**src/rtl/img_host_link.sv**
```systemverilog
// Host-side link: loads an image into data memory, requests a processor run over the
// status handshake, then streams the result region back out one byte at a time.
module img_host_link #(
  parameter int IMG_SIZE = 65536,
  parameter int OUT_SIZE = 16384,
  parameter int OUT_BASE = 0,
  parameter int ADDR_W   = 16
) (
  input  logic              clk,
  input  logic              rst,
  input  logic [7:0]        in_data,
  input  logic              in_valid,
  output logic              in_ready,
  output logic [7:0]        out_data,
  output logic              out_valid,
  input  logic              out_ready,
  output logic              dm_sel,
  output logic [ADDR_W-1:0] dm_addr,
  output logic [7:0]        dm_wdata,
  output logic              dm_we,
  output logic              dm_re,
  input  logic [7:0]        dm_rdata,
  output logic [1:0]        host_status,
  input  logic [1:0]        proc_status,
  output logic              done
);

  localparam int CW = ADDR_W + 1;
  localparam logic [CW-1:0]     IMG_LAST = CW'(IMG_SIZE - 1);
  localparam logic [CW-1:0]     OUT_LAST = CW'(OUT_SIZE - 1);
  localparam logic [ADDR_W-1:0] BASE_A   = ADDR_W'(OUT_BASE);

  typedef enum logic [2:0] {LOAD, START, RUN, RD_REQ, RD_CAP, RD_OUT, FIN} state_t;

  state_t            state_q, state_d;
  logic [CW-1:0]     cnt_q, cnt_d, cnt_inc;
  logic [ADDR_W-1:0] dm_addr_q, dm_addr_d;
  logic [7:0]        dm_wdata_q, dm_wdata_d, out_data_q, out_data_d;
  logic              dm_we_q, dm_we_d, dm_re_q, dm_re_d, dm_sel_q, dm_sel_d;
  logic              in_ready_q, in_ready_d, out_valid_q, out_valid_d, done_q, done_d;
  logic [1:0]        host_status_q, host_status_d;
  logic              accept;

  assign cnt_inc = cnt_q + 1'b1;
  assign accept  = (state_q == LOAD) && in_ready_q && in_valid;

  always_comb begin
    state_d     = state_q;
    cnt_d       = cnt_q;
    dm_addr_d   = dm_addr_q;
    dm_wdata_d  = dm_wdata_q;
    dm_we_d     = 1'b0;
    out_data_d  = out_data_q;
    out_valid_d = out_valid_q;
    done_d      = 1'b0;
    case (state_q)
      LOAD: begin
        if (accept) begin
          dm_we_d    = 1'b1;
          dm_addr_d  = cnt_q[ADDR_W-1:0];
          dm_wdata_d = in_data;
          cnt_d      = cnt_inc;
          if (cnt_q == IMG_LAST) state_d = START;
        end
      end
      START: if (proc_status == 2'b10) state_d = RUN;
      RUN: begin
        if (proc_status == 2'b00) begin
          state_d   = RD_REQ;
          cnt_d     = '0;
          dm_addr_d = BASE_A;
        end
      end
      RD_REQ: state_d = RD_CAP;
      RD_CAP: begin
        out_data_d  = dm_rdata;
        out_valid_d = 1'b1;
        state_d     = RD_OUT;
      end
      RD_OUT: begin
        if (out_valid_q && out_ready) begin
          out_valid_d = 1'b0;
          cnt_d       = cnt_inc;
          if (cnt_q == OUT_LAST) begin
            state_d = FIN;
            done_d  = 1'b1;
          end else begin
            state_d   = RD_REQ;
            dm_addr_d = BASE_A + cnt_inc[ADDR_W-1:0];
          end
        end
      end
      FIN: begin
        cnt_d   = '0;
        state_d = LOAD;
      end
      default: state_d = LOAD;
    endcase
    // Outputs are registered from the next state; the last image write keeps dm_sel high
    // for its own cycle even though the state has already moved to START.
    in_ready_d    = (state_d == LOAD);
    host_status_d = (state_d == START) ? 2'b01 : 2'b00;
    dm_sel_d      = !((state_d == START) || (state_d == RUN)) || dm_we_d;
    dm_re_d       = (state_d == RD_REQ);
  end

  always_ff @(posedge clk or posedge rst) begin
    if (rst) begin
      state_q       <= LOAD;
      cnt_q         <= '0;
      dm_addr_q     <= '0;
      dm_wdata_q    <= '0;
      dm_we_q       <= 1'b0;
      dm_re_q       <= 1'b0;
      dm_sel_q      <= 1'b1;
      in_ready_q    <= 1'b0;
      out_data_q    <= '0;
      out_valid_q   <= 1'b0;
      done_q        <= 1'b0;
      host_status_q <= 2'b00;
    end else begin
      state_q       <= state_d;
      cnt_q         <= cnt_d;
      dm_addr_q     <= dm_addr_d;
      dm_wdata_q    <= dm_wdata_d;
      dm_we_q       <= dm_we_d;
      dm_re_q       <= dm_re_d;
      dm_sel_q      <= dm_sel_d;
      in_ready_q    <= in_ready_d;
      out_data_q    <= out_data_d;
      out_valid_q   <= out_valid_d;
      done_q        <= done_d;
      host_status_q <= host_status_d;
    end
  end

  assign in_ready    = in_ready_q;
  assign out_data    = out_data_q;
  assign out_valid   = out_valid_q;
  assign dm_sel      = dm_sel_q;
  assign dm_addr     = dm_addr_q;
  assign dm_wdata    = dm_wdata_q;
  assign dm_we       = dm_we_q;
  assign dm_re       = dm_re_q;
  assign host_status = host_status_q;
  assign done        = done_q;

endmodule

```
**config.mk**
```make
export PLATFORM = sky130hd
export DESIGN_NAME = img_host_link
export DESIGN_NICKNAME = d
export VERILOG_FILES = /design/src/rtl/img_host_link.sv
export SDC_FILE = /design/constraint.sdc
export NUM_CORES = 1
export LEC_CHECK = 0
export ABC_AREA = 1
export BUFFER_PORTS_ARGS = -buffer_cell sky130_fd_sc_hd__buf_4
export CELL_PAD_IN_SITES_DETAIL_PLACEMENT = 0
export CELL_PAD_IN_SITES_GLOBAL_PLACEMENT = 1
export CORE_MARGIN = 4
export CORE_UTILIZATION = 35
export DETAILED_ROUTE_END_ITERATION = 10
export MAX_ROUTING_LAYER = met4
export PLACE_DENSITY = 0.75
export SYNTH_ARGS = -nofsm -noshare
export SYNTH_HDL_FRONTEND = slang
export SYNTH_SLANG_ARGS = --single-unit
```
**constraint.sdc**
```tcl
create_clock -name clk -period 4.1 [get_ports clk]
set_clock_uncertainty 0.15 [all_clocks]
set_input_delay 0.41 -clock clk [delete_from_list [all_inputs] [get_ports clk]]
set_output_delay 0.41 -clock clk [all_outputs]
set_load 0.005 [all_outputs]
```
## Word-level counts from Yosys, hierarchy flattened

Cells that the tools add are included.

- Bits in writable memories: 0
- Bits in registers: 59
- Latch bits: 0
- Memories: 0
- Bits in read-only memories: 0

- Add/subtract/negate cells: 1
- Equal/unequal tests: 16
- Magnitude comparators: 0
- Bitwise operators: 0
- Reductions and logical operators: 16
- Mux-type cells: 24
- Shifts and indexed selects: 0
- Div/mod/pow operators: 0
- $mul: 0

Operators by type and width:

| cell | count |
|---|---|
| case mux 17 bit (4 select lines) | 1 |
| 2-to-1 mux 16 bit | 4 |
| 2-to-1 mux 17 bit | 3 |
| case mux 16 bit (3 select lines) | 1 |
| 2-to-1 mux 3 bit | 6 |
| case mux 3 bit (6 select lines) | 1 |
| adder 17 x 1 -> 17 bit (second input constant) | 1 |
| equality test 17 x 14 -> 1 bit (second input constant) | 1 |
| equality test 17 x 16 -> 1 bit (second input constant) | 1 |
| equality test 3 x 2 -> 1 bit (second input constant) | 4 |
| equality test 3 bit (second input constant) | 3 |
| != test 2 bit (second input constant) | 4 |
| 2-to-1 mux 1 bit | 7 |
| equality test 3 x 1 -> 1 bit (second input constant) | 2 |
| logical NOT 3 bit | 2 |
| AND reduction 5 bit | 1 |
| AND reduction 2 bit | 2 |
| AND reduction 4 bit | 1 |
| nonzero test 4 bit | 1 |
| logical AND 1 bit | 3 |
| nonzero test 3 bit | 1 |
| equality test 2 bit (second input constant) | 1 |
| logical NOT 2 bit | 1 |
| logical OR 1 bit | 2 |
| 3 further kinds | 3 |

## Logic depth before layout (Yosys ltp)

- Depth in word-level cells: 9
- Mapped depth: 12
- Depth with buffers taken out: 12

## Worst setup path before layout

OpenSTA, ideal clock, no wires.

- Kind: reg-to-reg
- Start: register cnt_q[0]
- End: register dm_sel_q (netlist: dm_sel)
- Setup time: 0.064 ns
- Cell stages (with the launch flop): 13
- Data arrival time: 1.689 ns
- Path buffers: 0
- Path slack: 2.197 ns
- Cell sequence: dfrtp_1 -> ha_1 -> nand2_2 -> nor2_1 -> nand3_1 -> nor4_1 -> ha_1 -> nand4_1 -> nand2_1 -> nor2_1 -> nand2_1 -> nand2_1 -> nand3_1

- Cells in the longest elaborated chain, start to end: 8
- Elaborated cells on any way between the ends: 12

RTL lines:

| element | RTL line | RTL |
|---|---|---|
| from (decl) | 36 | `logic [CW-1:0] cnt_q, cnt_d, cnt_inc;` |
| from (signal assigned) | 123 | `cnt_q <= cnt_d;` |
| equality test 17 x 14 -> 1 bit or equality test 17 x 16 -> 1 bit (tied branches) | 84, 63 |  |
| 2-to-1 mux 3 bit (on tied branches) | 84, 63 |  |
| 2-to-1 mux 3 bit (on tied branches) | 81, 58 |  |
| case mux 3 bit (6 select lines) * | 56 | `case (state_q)` |
| named net state_d[0] | 35 | `state_t state_q, state_d;` |
| equality test 3 x 1 -> 1 bit or equality test 3 x 2 -> 1 bit (tied branches) | 103 | `dm_sel_d = !((state_d == START) \|\| (state_d == RUN)) \|\| dm_we_d;` |
| logical OR 1 bit * | 103 |  |
| logical NOT 1 bit * | 103 |  |
| logical OR 1 bit * | 103 |  |
| named net dm_sel_d | 39 | `logic dm_we_q, dm_we_d, dm_re_q, dm_re_d, dm_sel_q, dm_sel_d;` |
| to (signal assigned) | 128 | `dm_sel_q <= dm_sel_d;` |
| to (decl) | 39 |  |

Mark *: on every way through the listed nets, which the timed path passes. The rest lies on a longest branch.
A chain may end at the register's enable or synchronous reset.

## Worst setup path after layout

Ends and elaborated chain as after synthesis.

==> key figures <==
Pwr
  • Max VDD drop: 276.2 uV
  • Total Power Consumption: 2.964 mW
  • LEAKAGE: 1.973 nW
  • Power density cells: 776.5 nW/um^2

Worst setup path
  • Worst EP arrival: 2.32 ns
  • CP Capture Type: flop
  • RR Startpoint: cnt_q[0]$_DFFE_PP0P_
  • Crit path buffers/inverters: 0
  • Crit-path cells: ha_1 -> nand2_2 -> nor2_1 -> nand3_1 -> nor4_1 -> ha_1 -> nand4_1 -> nand2_1 -> nor2_1 -> nand2_1 -> nand2_1 -> nand3_1
  • CP max FO: 7
  • Slowest stage delay, CP: 0.44 ns
  • Critical Path Source Type: flop
  • Worst R2R End: dm_sel$_DFF_PP1_
  • Reg-to-reg setup timing slack: 1.91 ns
  • Slowest cell on the critical path: dfrtp_1
  • CP Data Required Time: 4.23 ns
  • Type of the worst setup path: reg2reg
  • CP top delay family: simple AND/OR/NAND/NOR gates
  • R2R depth: 12
  • Cell mode on critical path: nand2_1

Floorplanning
  • Initial Util: 0.3659
  • Die height: 101.6 um
  • Die ar.: 10,320 um^2
  • Die width: 101.6 um
  • Cell row count: 33
  • Core area: 8382 um^2
  • I/O pin count: 62

Logic synthesis
  • Cells after Synth: 390
  • Cell Area, Synth: 3067 um^2
  • Count of cell types in the netlist: 30
  • FF+latch count, synth: 59
  • Top cells by area, synth: dfrtp_1, nand2_1, o22ai_2
  • Seq/Total Area, Yosys: 0.4818
  • Synth Net Count: 414
  • Post-synth top area share: 0.4733
  • Avg Inst Size Synth: 7.863 um^2
  • Yosys warnings: 0
  • Area leader, netlist: dfrtp_1

Routing
  • Final WL: 7557 um
  • Vias per cell: 4.729
  • Initial DRT Pass Iterations: 4
  • 1st-iter DRT viols: 106
  • Routed len/inst: 13.40 um
  • Post-route ant nets: 0
  • Number of remaining DRC errors: 0
  • Vias: 2,667

Min path
  • Worst min path class: in2async

Finish
  • Area delta synth->final: 24.48%
  • Post-layout nets: 478
  • Non-Filler Instances: 564
  • Util after Layout: 0.4554
  • Share of cells above drive strength 1: 0.2440
  • Design Area, Final: 3817 um^2
  • N_diodes: 0

STA
  • Final period util: 0.5339
  • Final hold viol count: 0
  • Worst-margin pin slew: 0.8289 ns
  • Worst setup margin: 1.911 ns
  • Setup Viol. Count Final: 0
  • Worst slew margin: 0.4466
  • Setup TNS: 0 ns
  • Unrepaired setup endpoints after global routing: no
  • Fmax: 456.9 MHz
  • Max Slew Vio Count: 0
  • Fin Hold WS: 0.08092 ns
  • Min cycle time layout: 2.189 ns

Clock tree
  • Root Buffer: clkbuf_8
  • CTS buffer count: 9
  • Clock Sinks: 59
  • CTS clk-pin slew, worst paths: 0.08 ns
  • Hold_buf cts: 0
  • Post-CTS Setup Bufs: 0
  • CTS resizes: 0
  • Max clock buf depth: 2
  • Clk Latency, worst-skew pair: 0.34 ns
  • H-tree Lvls: 3
  • CTS tree: built

Placement
  • Pre-CTS setup slack: 1.924 ns
  • HPWL after DPL: 5542 um
  • Placed insts: 548
  • Final GP Congestion: 0.8591
  • # port buffers: 60
  • Placement Cell Area: 3591 um^2

GRT
  • GRT Total Usage: 0.1638
  • First-pass GRT wire length: 13,160 um
  • Largest net degree at the start of global routing: 40
  • Initial antenna violation count: 0
  • Vias in the first global route: 2,715
  • Total grt overflow: 0

Job
  • Max Cap Viol: 0

Status
  • Status: completed
-- cell type report --
class                           count  area, um^2
Clock buffer                       10       137.6
Clock inverter                      6       88.84
Fill cell                         858        4564
Inverter                           39       146.4
Multi-Input combinational cell    284        1378
Sequential cell                    59        1478
Tap cell                          105       131.4
Timing Repair Buffer               61       457.9
-- per-layer routing --
metal,vias to the layer above,routed length (um),GRT usage
met5,-,0,-
met4,0,125,0.05112
met3,15,361,0.03099
met2,64,3394,0.2500
met1,1221,3676,0.2205
li1,1367,-,-
-- report_power, final --
| part | switching (mW) | internal [mW] |
|---|---|---|
| clock network | 0.246 | 0.359 |
| logic | 0.816 | 0.536 |
| registers | 0.185 | 0.823 |
-- registers in the layout (all words and copies together) (netlist names) --
register	flops
dm_sel	1
dm_we	1
dm_wdata	8
cnt_q	17
dm_re	1
out_valid	1
host_status	1
in_ready	1
state_q	3
dm_addr	16
out_data	8
done	1
-- cell usage in the layout (no fill, tap or decap), types with 2 or more instances in the layout --
master      synthesis  routed
clkbuf_8            0      10
inv_1              32      31
inv_2               7       8
nand3_2             2       2
nor3_1              4       4
o22ai_2            10      10
o22ai_1            11      11
clkinvlp_4          0       2
nand2_1           170     170
nand3_1            22      22
nor2_4              2       2
ha_1                2       2
nand2_2             4       4
buf_4               3      61
nand4_1             4       4
xor2_1              2       2
dfrtp_1            58      58
nand2_4             3       3
nor2_1             28      28
bufinv_16           0       2
o21ai_0            12      12
-- cell families after synthesis --
| kind of cell | Yosys count | synth area share |
|---|---|---|
| AND/OR/NAND/NOR | 244 | 0.3456 |
| flip-flops | 59 | 0.4818 |
| buffers and inverters | 47 | 0.06895 |
| AO/OA/AOI/OAI | 34 | 0.08568 |
| XOR/XNOR | 3 | 0.008569 |
| adder cells (fa/ha/maj) | 2 | 0.008159 |
| other | 1 | 0.001223 |
-- how the worst max path moves through the flow --
stage / startpoint / end / slack, ns / depth (start not counted)
final: cnt_q[0]$_DFFE_PP0P_ / dm_sel$_DFF_PP1_ / 1.91 / 12
after CTS: cnt_q[0]$_DFFE_PP0P_ / dm_sel$_DFF_PP1_ / 1.90 / 12
after global placement: cnt_q[0]$_DFFE_PP0P_ / dm_sel$_DFF_PP1_ / 1.95 / 12
after global routing: cnt_q[0]$_DFFE_PP0P_ / dm_sel$_DFF_PP1_ / 1.65 / 12
after floorplan: rst / cnt_q[0]$_DFFE_PP0P_ / 2.09 / 1
after detailed placement: cnt_q[0]$_DFFE_PP0P_ / dm_sel$_DFF_PP1_ / 1.92 / 12
-- cell usage after synthesis --
| library cell | n |
|---|---|
| buf_2 | 1 |
| buf_4 | 3 |
| buf_6 | 3 |
| clkbuf_1 | 1 |
| conb_1 | 1 |
| dfrtp_1 | 58 |
| dfstp_2 | 1 |
| ha_1 | 2 |
| inv_1 | 32 |
| inv_2 | 7 |
| nand2_1 | 170 |
| nand2_2 | 4 |
| nand2_4 | 3 |
| nand3_1 | 22 |
| nand3_2 | 2 |
| nand3_4 | 1 |
| nand4_1 | 4 |
| nor2_1 | 28 |
| nor2_2 | 1 |
| nor2_4 | 2 |
| nor2_8 | 1 |
| nor3_1 | 4 |
| nor3_2 | 1 |
| nor4_1 | 1 |
| o21ai_0 | 12 |
| o21ai_2 | 1 |
| o22ai_1 | 11 |
| o22ai_2 | 10 |
| xnor2_1 | 1 |
| xor2_1 | 2 |
Power figures use the tool's default switching activity.
